<file path="src/rtl/pc_unit_pkg.sv">
// Shared encodings and default addresses for the fetch-PC generator.
package pc_unit_pkg;

  localparam logic [2:0] NPC_SEQ      = 3'd0;
  localparam logic [2:0] NPC_BRANCH   = 3'd1;
  localparam logic [2:0] NPC_JUMP_IMM = 3'd2;
  localparam logic [2:0] NPC_JUMP_REG = 3'd3;

  localparam logic [31:0] DEF_RESET_PC   = 32'h0000_3000;
  localparam logic [31:0] DEF_EXC_VECTOR = 32'h0000_4180;

endpackage

</file>
<file path="src/rtl/pc_unit_npc_target_calc.sv">
// Combinational D-stage redirect decision and target address.
module npc_target_calc
  import pc_unit_pkg::*;
#(
  parameter int unsigned ADDR_W = 32
) (
  input  logic              stall,
  input  logic [2:0]        npc_sel,
  input  logic              cmp_true,
  input  logic [ADDR_W-1:0] d_pc,
  input  logic [25:0]       imm26,
  input  logic [ADDR_W-1:0] jump_reg,
  output logic              d_redir,
  output logic [ADDR_W-1:0] d_target
);

  logic [ADDR_W-1:0] br_off;

  always_comb begin
    br_off   = {{(ADDR_W-18){imm26[15]}}, imm26[15:0], 2'b00};
    d_redir  = 1'b0;
    d_target = d_pc + ADDR_W'(4);
    case (npc_sel)
      NPC_SEQ: d_redir = 1'b0;
      NPC_BRANCH: begin
        d_redir  = cmp_true;
        d_target = d_pc + ADDR_W'(4) + br_off;
      end
      NPC_JUMP_IMM: begin
        d_redir        = 1'b1;
        // Upper region bits come from the D-stage PC.
        d_target       = d_pc;
        d_target[27:0] = {imm26, 2'b00};
      end
      NPC_JUMP_REG: begin
        d_redir  = 1'b1;
        d_target = jump_reg;
      end
      default: d_redir = 1'b0;
    endcase
    if (stall) d_redir = 1'b0;
  end

endmodule

</file>
<file path="src/rtl/pc_unit.sv">
// Fetch-PC register with redirect priority, one-entry pending redirect and fetch fault flag.
// Optional PC_PERF_EN adds saturating redirect/stall counters.
module pc_unit
  import pc_unit_pkg::*;
#(
  parameter int unsigned       ADDR_W     = 32,
  parameter logic [ADDR_W-1:0] RESET_PC   = ADDR_W'(DEF_RESET_PC),
  parameter logic [ADDR_W-1:0] EXC_VECTOR = ADDR_W'(DEF_EXC_VECTOR),
  parameter logic [ADDR_W-1:0] IMEM_BASE  = ADDR_W'(32'h0000_3000),
  parameter logic [ADDR_W-1:0] IMEM_SIZE  = ADDR_W'(32'h0000_4000)
) (
  input  logic              clk,
  input  logic              reset,
  input  logic              stall,
  input  logic              imem_ready,
  input  logic              req,
  input  logic              eret,
  input  logic [ADDR_W-1:0] epc,
  input  logic [ADDR_W-1:0] d_pc,
  input  logic [25:0]       imm26,
  input  logic [2:0]        npc_sel,
  input  logic              cmp_true,
  input  logic [ADDR_W-1:0] jump_reg,
  output logic [ADDR_W-1:0] f_pc,
  output logic              f_exc_adel,
`ifdef PC_PERF_EN
  output logic [31:0]       redirect_cnt,
  output logic [31:0]       stall_cnt,
`endif
  output logic              redirect_pending
);

  logic [ADDR_W-1:0] f_pc_q, f_pc_d;
  logic              pending_q, pending_d;
  logic [ADDR_W-1:0] pending_target_q, pending_target_d;
  logic              d_redir;
  logic [ADDR_W-1:0] d_target;
  logic              advance;
  logic              redir_applied;
  logic [ADDR_W:0]   win_end;

  npc_target_calc #(.ADDR_W(ADDR_W)) u_target (
    .stall    (stall),
    .npc_sel  (npc_sel),
    .cmp_true (cmp_true),
    .d_pc     (d_pc),
    .imm26    (imm26),
    .jump_reg (jump_reg),
    .d_redir  (d_redir),
    .d_target (d_target)
  );

  always_comb begin
    advance          = imem_ready && !stall;
    f_pc_d           = f_pc_q;
    pending_d        = pending_q;
    pending_target_d = pending_target_q;
    redir_applied    = 1'b0;
    if (req) begin
      f_pc_d        = EXC_VECTOR;
      pending_d     = 1'b0;
      redir_applied = 1'b1;
    end else if (eret) begin
      f_pc_d        = epc;
      pending_d     = 1'b0;
      redir_applied = 1'b1;
    end else if (advance && pending_q) begin
      // The older latched redirect beats whatever D presents now.
      f_pc_d        = pending_target_q;
      pending_d     = 1'b0;
      redir_applied = 1'b1;
    end else if (advance && d_redir) begin
      f_pc_d        = d_target;
      redir_applied = 1'b1;
    end else if (advance) begin
      f_pc_d = f_pc_q + ADDR_W'(4);
    end else if (d_redir && !pending_q) begin
      pending_d        = 1'b1;
      pending_target_d = d_target;
    end
  end

  always_ff @(posedge clk) begin
    if (reset) begin
      f_pc_q           <= RESET_PC;
      pending_q        <= 1'b0;
      pending_target_q <= '0;
    end else begin
      f_pc_q           <= f_pc_d;
      pending_q        <= pending_d;
      pending_target_q <= pending_target_d;
    end
  end

`ifdef PC_PERF_EN
  logic [31:0] redirect_cnt_q, redirect_cnt_d;
  logic [31:0] stall_cnt_q, stall_cnt_d;

  always_comb begin
    redirect_cnt_d = redirect_cnt_q;
    stall_cnt_d    = stall_cnt_q;
    if (redir_applied && (redirect_cnt_q != '1)) redirect_cnt_d = redirect_cnt_q + 32'd1;
    if (!advance && !req && !eret && (stall_cnt_q != '1)) stall_cnt_d = stall_cnt_q + 32'd1;
  end

  always_ff @(posedge clk) begin
    if (reset) begin
      redirect_cnt_q <= '0;
      stall_cnt_q    <= '0;
    end else begin
      redirect_cnt_q <= redirect_cnt_d;
      stall_cnt_q    <= stall_cnt_d;
    end
  end

  assign redirect_cnt = redirect_cnt_q;
  assign stall_cnt    = stall_cnt_q;
`else
  logic unused_perf;
  assign unused_perf = redir_applied;
`endif

  // Window end computed one bit wider so a window touching 2^ADDR_W cannot wrap.
  assign win_end          = {1'b0, IMEM_BASE} + {1'b0, IMEM_SIZE};
  assign f_exc_adel       = (f_pc_q[1:0] != 2'b00) || (f_pc_q < IMEM_BASE)
                            || ({1'b0, f_pc_q} >= win_end);
  assign f_pc             = f_pc_q;
  assign redirect_pending = pending_q;

endmodule

</file>
<file path="config.mk">
export PLATFORM = sky130hd
export DESIGN_NAME = pc_unit
export DESIGN_NICKNAME = d
export VERILOG_FILES = /design/src/rtl/pc_unit_pkg.sv /design/src/rtl/pc_unit_npc_target_calc.sv /design/src/rtl/pc_unit.sv
export SDC_FILE = /design/constraint.sdc
export NUM_CORES = 1
export LEC_CHECK = 0
export ABC_AREA = 1
export BUFFER_PORTS_ARGS = -buffer_cell sky130_fd_sc_hd__clkbuf_2
export CAP_MARGIN = 20
export CORE_MARGIN = 2
export CORE_UTILIZATION = 55
export DETAILED_ROUTE_END_ITERATION = 12
export PLACE_DENSITY = 0.78
export SKIP_CTS_REPAIR_TIMING = 1
export SLEW_MARGIN = 20
export SYNTH_ARGS = -nofsm -noshare
export SYNTH_HDL_FRONTEND = slang
export SYNTH_HIERARCHICAL = 1
export SYNTH_SLANG_ARGS = --single-unit
</file>
<file path="constraint.sdc">
create_clock -name clk -period 3.7 [get_ports clk]
set_input_delay 0.555 -clock clk [delete_from_list [all_inputs] [get_ports clk]]
set_output_delay 0.555 -clock clk [all_outputs]
set_load 0.05 [all_outputs]
</file>
### After elaboration in Yosys (flattened, before gate mapping)

Index checks and enable logic that the tools add are counted.

| storage, ports and cells | value |
|---|---|
| flip-flop bits (word level) | 65 |
| output and inout bits | 34 |

| cells by class | value |
|---|---|
| $add $sub $neg | 3 |
| $lt $le $gt $ge | 2 |
| equal/unequal tests | 3 |
| mux-type cells | 8 |
| bitwise operators | 5 |
| reduce and logical (&&, ||, !) cells | 16 |

Operator list:

| kind | count |
|---|---|
| $mux W32 | 4 |
| $pmux W32 S3 | 1 |
| $add A32 B3 Y32 const B | 2 |
| $add A32 B32 Y32 | 1 |
| $ge A32 B15 Y1 const B | 1 |
| $lt A32 B14 Y1 const B | 1 |
| $mux W15 | 1 |
| $eq A3 B2 Y1 const B | 2 |
| $reduce_and A6 Y1 | 1 |
| $not A1 Y1 | 5 |
| $reduce_bool A5 Y1 | 1 |
| $logic_and A1 B1 Y1 | 4 |
| $reduce_bool A4 Y1 | 1 |
| $reduce_or A2 Y1 | 2 |
| $reduce_or A4 Y1 | 1 |
| $eq A3 B1 Y1 const B | 1 |
| $reduce_and A3 Y1 | 1 |
| $logic_not A1 Y1 | 2 |
| $logic_or A1 B1 Y1 | 2 |
| $pmux W1 S2 | 1 |
| $reduce_bool A2 Y1 | 1 |
| $mux W1 | 1 |

### Depth between registers and ports, before layout

Gate-level depths: netlist of run 1.

| depth | value |
|---|---|
| word-level depth | 9 |
| depth in mapped cells | 29 |

### Cells and area by module

Netlist of run 1, hierarchy kept.

By module, submodules not included:

| module | times used | cells an instance | area an instance (um^2) |
|---|---|---|---|
| pc_unit | 1 | 712 | 4,284.1 |
| npc_target_calc | 1 | 743 | 3,767.4 |

### Least setup slack after synthesis of run 1

No wires, ideal clock.

| timing | value |
|---|---|
| path kind | input -> register |
| start | in d_pc[2] |
| end | reg f_pc_q[26], in the netlist f_pc[26] |
| setup time | 120 ps |
| data arrival time | 2,917 ps |
| slack | 662 ps |
| stages on the path | 23 |
| cells stage by stage | ha_1 nand2_1 nor2_1 nand3_1 nor2_2 nand2_1 xnor2_1 ha_1 nand2_1 nor2_1 inv_1 nor3_1 nand3_1 nand3_1 nand2_1 nand3_1 nand3_1 nor2_1 nor2_1 nand2_1 nand2_1 nand2_1 a21oi_1 |

| on the way | value |
|---|---|
| word-level cells in the longest chain between the ends | 6 |

RTL lines:

| element | line | RTL |
|---|---|---|
| start: declaration | pc_unit.sv:19 | `input logic [ADDR_W-1:0] d_pc,` |
| $add A32 B3 Y32 * | pc_unit_npc_target_calc.sv:22, pc_unit_npc_target_calc.sv:27 |  |
| $add A32 B32 Y32 | pc_unit_npc_target_calc.sv:27 | `d_target = d_pc + ADDR_W'(4) + br_off;` |
| $pmux W32 S3 * | pc_unit_npc_target_calc.sv:23 | `case (npc_sel)` |
| named net d_target[26] | pc_unit.sv:37 | `logic [ADDR_W-1:0] d_target;` |
| $mux W32 * | pc_unit.sv:72 | `end else if (advance && d_redir) begin` |
| $mux W32 * | pc_unit.sv:67 | `end else if (advance && pending_q) begin` |
| $mux W32 * | pc_unit.sv:63 | `end else if (eret) begin` |
| end signal: assignment | pc_unit.sv:89 | `f_pc_q <= f_pc_d;` |
| end: declaration | pc_unit.sv:33 | `logic [ADDR_W-1:0] f_pc_q, f_pc_d;` |

The timed path passes the listed nets; every way through them passes the cells marked *.
A chain may end at the register's enable or synchronous reset.

### Final worst setup path of run 1

| timing | value |
|---|---|
| start | in d_pc[3] |
| end | reg f_pc_q[26], in the netlist f_pc[26] |

The elaborated chain is that of the path after synthesis.

==> impl_metrics.env, run 1 <==
export IMPL_synth_nets=1624
export IMPL_grt_pass1_wl_um=47900
export IMPL_setup_viol=0
export IMPL_diodes=0
export IMPL_place_hpwl_um=24200
export IMPL_cts_buffers=9
export IMPL_hold_start="pending_target_q[6]$_SDFFE_PP0P_"
export IMPL_min_to="pending_target_q[6]$_SDFFE_PP0P_"
export IMPL_finalHoldViolCount=0
export IMPL_synth_avg_cell_area_um2=5.53
export IMPL_maxCapViolations=0
export IMPL_min_period_over_period=0.951
export IMPL_crit_type="primary input to register"
export IMPL_grt_max_degree=65
export IMPL_power_total_uw=2690
export IMPL_pwr_density_cell_nw_per_um2=267
export IMPL_ctsLongestPathBuffers=2
export IMPL_ir_drop_mv=0.213
export IMPL_drcViolationCount=0
export IMPL_syn_inst=1455
export IMPL_num_fill_cells=1337
export IMPL_fmax_ghz=0.284
export IMPL_slew_headroom=0.332
export IMPL_synth_distinct_cells=52
export IMPL_vias_per_cell=5.61
export IMPL_reg2reg_from="f_pc[9]$_SDFFE_PP0P_"
export IMPL_die_w_um=125
export IMPL_synth_main_ff_cell="dfxtp_1"
export IMPL_crit_arrival_ns=3.70
export IMPL_drtIter0Drc=1340
export IMPL_rsz0062_at_grt="true"
export IMPL_first_pass_iters=6
export IMPL_ios=166
export IMPL_reg2reg_to="f_pc[13]$_SDFFE_PP1P_"
export IMPL_ys_seq_area_frac=0.162
export IMPL_core_area_um2=14400
export IMPL_fp_dieArea_um2=15600
export IMPL_crit_required_ns=3.88
export IMPL_nNetsFinal=1859
export IMPL_synth_seq_cells=65
export IMPL_tightest_slew_ns=1.00
export IMPL_clockRootBuffer="clkbuf_16"
export IMPL_holdCritPathClass="register to register"
export IMPL_synth_warnings=6
export IMPL_wl_per_cell_um=16.2
export IMPL_wl_um=30400
export IMPL_async_reset_ff_frac=0
export IMPL_leakagePower_uw=0.00509
export IMPL_place_inst=1861
export IMPL_r2r_cells=11
export IMPL_clk_pin_slew_ns=0.06
export IMPL_rows=44
export IMPL_rrSetupSlack_ns=1.70
export IMPL_end_kind="register"
export IMPL_die_height_um=125
export IMPL_clock_skew_ns=0.00853
export IMPL_drive_gt1_frac=0.213
export IMPL_worst_slack_ns=0.180
export IMPL_grt_usage=0.377
export IMPL_drtAntennaViolNets=0
export IMPL_antenna_found_initial=0
export IMPL_grt_pass1_vias=9322
export IMPL_areaGrowthSynthToFinish_pct=25.1
export IMPL_final_common_cell="nand2_1"
export IMPL_cts_tree="built"
export IMPL_layout_common_cells="418 x nand2_1, 204 x inv_1, 165 x clkbuf_2, 163 x nor2_1, 126 x nand3_1"
export IMPL_io_buffers=165
export IMPL_overflow=0
export IMPL_final_min_clock_period_ns=3.52
export IMPL_critPathLaunchType="primary input"
export IMPL_initial_utilization=0.558
export IMPL_synth_edf_count=0
export IMPL_hold_depth=2
export IMPL_dp_slack_ns=-0.191
export IMPL_final_cells=1878
export IMPL_status="completed"
export IMPL_cts_sinks=65
export IMPL_clock_latency_ns=0.33
export IMPL_drv_slew=0
export IMPL_via_count=10500
export IMPL_place_congestion=1.03
export IMPL_critical_path_max_fanout=5
export IMPL_netlist_area_um2=8050
export IMPL_htreeDepth=3
==> routing by layer <==
layer | global-route usage | share of wire | vias to the layer above
met5 | 0 | 0 | -
met4 | 0.129 | 0.038 | 0
met3 | 0.0351 | 0.089 | 79
met2 | 0.625 | 0.46 | 578
met1 | 0.517 | 0.42 | 4701
li1 | - | - | 5171
==> kinds of logic after synthesis <==
logic type / share of synthesized area
XOR/XNOR: 0.0301
AND/OR/NAND/NOR: 0.450
flip-flops: 0.162
AO/OA/AOI/OAI: 0.175
buffers and inverters: 0.125
adder cells (fa/ha/maj): 0.0584
==> synthesized netlist by cell type, types with 19 or more instances <==
cell	number	area [um2]
nand2_1	419	1570
o21ai_0	91	455
a22oi_1	28	210
ha_1	36	450
inv_1	204	766
nor3_1	19	95.1
dfxtp_1	65	1300
nor2_1	169	634
a21oi_1	92	460
nand3_1	131	656
clkbuf_1	25	93.8
nand4_1	21	131
==> per-stage QoR <==
step | utilization | hold slack, ns | setup TNS, ns | cell area (um2)
final | 0.699 | 0.447 | 0 | 10100
after global routing | 0.699 | 0.463 | -0.125 | 10100
after CTS | 0.692 | 0.445 | 0 | 9980
after detailed placement | 0.671 | 0.437 | -0.570 | 9670
after global placement | 0.671 | 0.432 | -0.324 | 9670
after floorplan | - | 0.420 | 0 | 8050
==> worst max-delay path, stage by stage <==
cell	delay [ns]
clkbuf_2	0.10
ha_1	0.18
nand2_1	0.08
inv_1	0.09
nand2_1	0.11
nor4_4	0.38
xor2_1	0.11
buf_4	0.18
ha_4	0.28
nand2_1	0.08
nor2_1	0.16
inv_1	0.12
nor2_1	0.14
buf_4	0.12
nand3_1	0.13
nand3_1	0.12
nand2_1	0.05
nand3_1	0.13
nand3_1	0.15
nor2_1	0.14
nor2_1	0.06
nand2_1	0.08
nand2_1	0.05
nand2_1	0.05
a21oi_1	0.06
==> where the power goes <==
| group | leakage [uW] | internal, uW | total (uW) | switching (uW) |
|---|---|---|---|---|
| registers | 0.000529 | 727 | 763 | 35.9 |
| clock network | 0.000153 | 603 | 907 | 304 |
| logic | 0.00441 | 377 | 1020 | 638 |
| total | 0.00509 | 1710 | 2690 | 978 |
==> registers in the layout (all words and copies together) (netlist names), named ones only <==
signal	cells
pending_target_q	32
f_pc	30
redirect_pending	1
==> final cells by class <==
class / count / area, um2 / share of cell area
Multi-Input combinational cell: 1139 / 5840 / 0.580
Clock buffer: 12 / 246 / 0.0245
Tap cell: 184 / 230 / 0.0228
Timing Repair Buffer: 269 / 1620 / 0.161
Inverter: 206 / 774 / 0.0769
Sequential cell: 65 / 1300 / 0.129
Clock inverter: 3 / 65.1 / 0.00646
==> worst max path at each step <==
stage          cells past startpoint                     to  slack, ns     from
2_1_floorplan                     23  f_pc[26]$_SDFFE_PP0P_       0.66  d_pc[2]
5_1_grt                           25  f_pc[24]$_SDFFE_PP0P_      -0.04  d_pc[3]
4_1_cts                           25  f_pc[24]$_SDFFE_PP0P_        0.1  d_pc[3]
3_3_place_gp                      25  f_pc[24]$_SDFFE_PP0P_      -0.18  d_pc[3]
6_report                          25  f_pc[26]$_SDFFE_PP0P_       0.18  d_pc[3]
3_5_place_dp                      25  f_pc[24]$_SDFFE_PP0P_      -0.19  d_pc[3]
Note: power is estimated with default switching activity, not from simulation.
==> run 2, diff against run 1 <==
ABC_AREA = default   (was 1)
PLACE_DENSITY = 0.79   (was 0.78)
==> run 2 against run 1 <==
The run now ends with setup timing left; worst setup slack worse by 0.50 ns; flip-flop and latch count unchanged; count of clock-buffer cells in the layout increased by 1; largest power group unchanged.
==> impl_metrics.env, run 2 <==
export IMPL_status="finished with violations"
export IMPL_failed_checks="setup timing"
export IMPL_layout_common_cells="189 x nand2_1, 164 x buf_4, 162 x clkbuf_2, 100 x a21oi_1, 74 x nor2_1"
export IMPL_fmax_ghz=0.249
export IMPL_core_area_um2=12800
export IMPL_pwr_density_cell_nw_per_um2=271
export IMPL_place_congestion=1.03
export IMPL_drtIter0Drc=1003
export IMPL_min_period_over_period=1.09
export IMPL_dp_slack_ns=-0.564
export IMPL_initial_utilization=0.568
export IMPL_drcViolationCount=0
export IMPL_critical_path_max_fanout=5
export IMPL_io_buffers=165
export IMPL_post_synth_top_count_cell="nand2_1"
export IMPL_setup_viol=17
export IMPL_worst_slack_ns=-0.315
export IMPL_ys_top_cells_by_area="dfxtp_1 18%, nand2_1 9.8%, a21oi_1 7.6%, ha_1 6.2%, xnor2_1 5.1%"
export IMPL_vias_per_cell=6.32
export IMPL_rows=41
export IMPL_yosys_area_top_type="dfxtp_1"
export IMPL_slew_headroom=0.380
export IMPL_synth_top_area_frac=0.179
export IMPL_place_inst=1495
export IMPL_final_common_cell="nand2_1"
export IMPL_wl_um=27900
export IMPL_cts_tree="built"
export IMPL_via_count=9634
export IMPL_nNetsFinal=1517
export IMPL_synth_warnings=6
export IMPL_critPathLaunchType="primary input"
export IMPL_synth_nets=1242
export IMPL_die_height_um=119
export IMPL_async_reset_ff_frac=0
export IMPL_ys_seq_area_frac=0.179
export IMPL_grt_usage=0.366
export IMPL_synth_edf_count=0
export IMPL_final_cells=1525
export IMPL_largest_register="pending_target_q"
export IMPL_min_to="f_pc[4]$_SDFFE_PP0P_"
export IMPL_first_pass_iters=6
export IMPL_fin_hold_ws_ns=0.445
export IMPL_crit_type="primary input to register"
export IMPL_grt_max_degree=42
export IMPL_die_w_um=119
export IMPL_htreeDepth=3
export IMPL_synth_seq_cells=65
export IMPL_synth_distinct_cells=83
export IMPL_r2r_cells=5
export IMPL_clock_skew_ns=0.00431
export IMPL_leakagePower_uw=0.00439
export IMPL_drtAntennaViolNets=0
export IMPL_diodes=0
export IMPL_grt_pass1_wl_um=42400
export IMPL_ios=166
export IMPL_cts_sinks=65
export IMPL_finalHoldViolCount=0
export IMPL_reg2reg_to="f_pc[27]$_SDFFE_PP0P_"
export IMPL_largest_reg_flops=32
export IMPL_crit_required_ns=3.90
export IMPL_drive_gt1_frac=0.329
export IMPL_antenna_found_initial=0
export IMPL_hold_start="epc[4]"
export IMPL_maxCapViolations=0
export IMPL_rsz0062_at_grt="true"
export IMPL_netlist_area_um2=7260
export IMPL_synth_common_cells="190 x nand2_1, 110 x a21oi_1, 79 x nor2_1"
export IMPL_tightest_slew_ns=0.929
export IMPL_fp_dieArea_um2=14100
export IMPL_holdCritPathClass="primary input to register"
export IMPL_ctsLongestPathBuffers=2
export IMPL_place_hpwl_um=20200
export IMPL_reg2reg_from="redirect_pending$_SDFFE_PP0P_"
export IMPL_cts_buffers=9
export IMPL_clockRootBuffer="clkbuf_16"
export IMPL_rrSetupSlack_ns=1.42
export IMPL_areaGrowthSynthToFinish_pct=38.5
export IMPL_synth_main_ff_cell="dfxtp_1"
export IMPL_clock_latency_ns=0.34
export IMPL_wl_per_cell_um=18.3
export IMPL_crit_arrival_ns=4.22
export IMPL_overflow=0
export IMPL_synth_avg_cell_area_um2=6.77
export IMPL_syn_inst=1073
export IMPL_ir_drop_mv=0.329
export IMPL_final_min_clock_period_ns=4.02
export IMPL_drv_slew=0
export IMPL_end_kind="register"
export IMPL_grt_pass1_vias=8751
export IMPL_clk_pin_slew_ns=0.05
export IMPL_hold_depth=3
[run 2: cell families after synthesis]
kind of cell             after synthesis  share of synthesized area
AND/OR/NAND/NOR                      454                      0.301
AO/OA/AOI/OAI                        332                      0.297
XOR/XNOR                              64                     0.0772
multiplexers                          17                     0.0240
flip-flops                            65                      0.179
adder cells (fa/ha/maj)               37                     0.0648
buffers and inverters                104                     0.0569
[run 2: worst max-delay path by stage]
stage               startpoint               endpoint  cells after the start
floorplan             d_pc[10]  f_pc[26]$_SDFFE_PP0P_                     19
finish                 d_pc[3]  f_pc[27]$_SDFFE_PP0P_                     22
global route           d_pc[3]  f_pc[31]$_SDFFE_PP0P_                     22
detailed placement     d_pc[3]  f_pc[23]$_SDFFE_PP0P_                     22
CTS                    d_pc[2]  f_pc[23]$_SDFFE_PP0P_                     22
global placement       d_pc[2]  f_pc[23]$_SDFFE_PP0P_                     22
[run 2: metrics by stage]
step | util | power [uW] | TNS, ns | area (um2)
floorplan | - | 1370 | -0.149 | 7370
CTS | 0.750 | 2620 | -1.40 | 9570
detailed placement | 0.727 | 1780 | -7.89 | 9280
global route | 0.787 | 2840 | -5.20 | 10100
finish | 0.787 | 2730 | -2.31 | 10100
global placement | 0.727 | 1760 | -5.67 | 9280
[run 2: worst max-delay path: stages]
cell	delay (ns)
buf_8	0.08
ha_4	0.12
nand4_1	0.20
nor3_2	0.25
buf_4	0.17
and2_4	0.16
nand4_1	0.13
xnor2_2	0.19
ha_4	0.30
buf_6	0.10
and3_4	0.19
nand4_1	0.14
nor4_4	0.31
buf_6	0.17
o21ai_1	0.09
xnor2_1	0.13
nand2_1	0.08
a31oi_2	0.10
a311oi_1	0.34
o31ai_1	0.11
a31oi_1	0.19
a31oi_1	0.10
[run 2: report_power, final]
part / total [uW] / switching (uW) / internal, uW
sequential: 759 / 36.3 / 722
clock: 847 / 309 / 538
combinational: 1120 / 623 / 500
[run 2: cell type report]
type                    count  area [um2]
inverters                  34         128
well taps                 172         215
clock buffers              13         250
flip-flops and latches     65        1300
repair buffers            334        2140
multi-input cells         904        5990
clock inverters             3        40.0
fillers                   968        2720
[run 2: per-layer routing]
metal	up-vias	track usage	part of all wire
li1	4469	-	-
met1	4453	0.456	0.38
met2	567	0.625	0.48
met3	145	0.0512	0.080
met4	0	0.167	0.058
met5	-	0	0
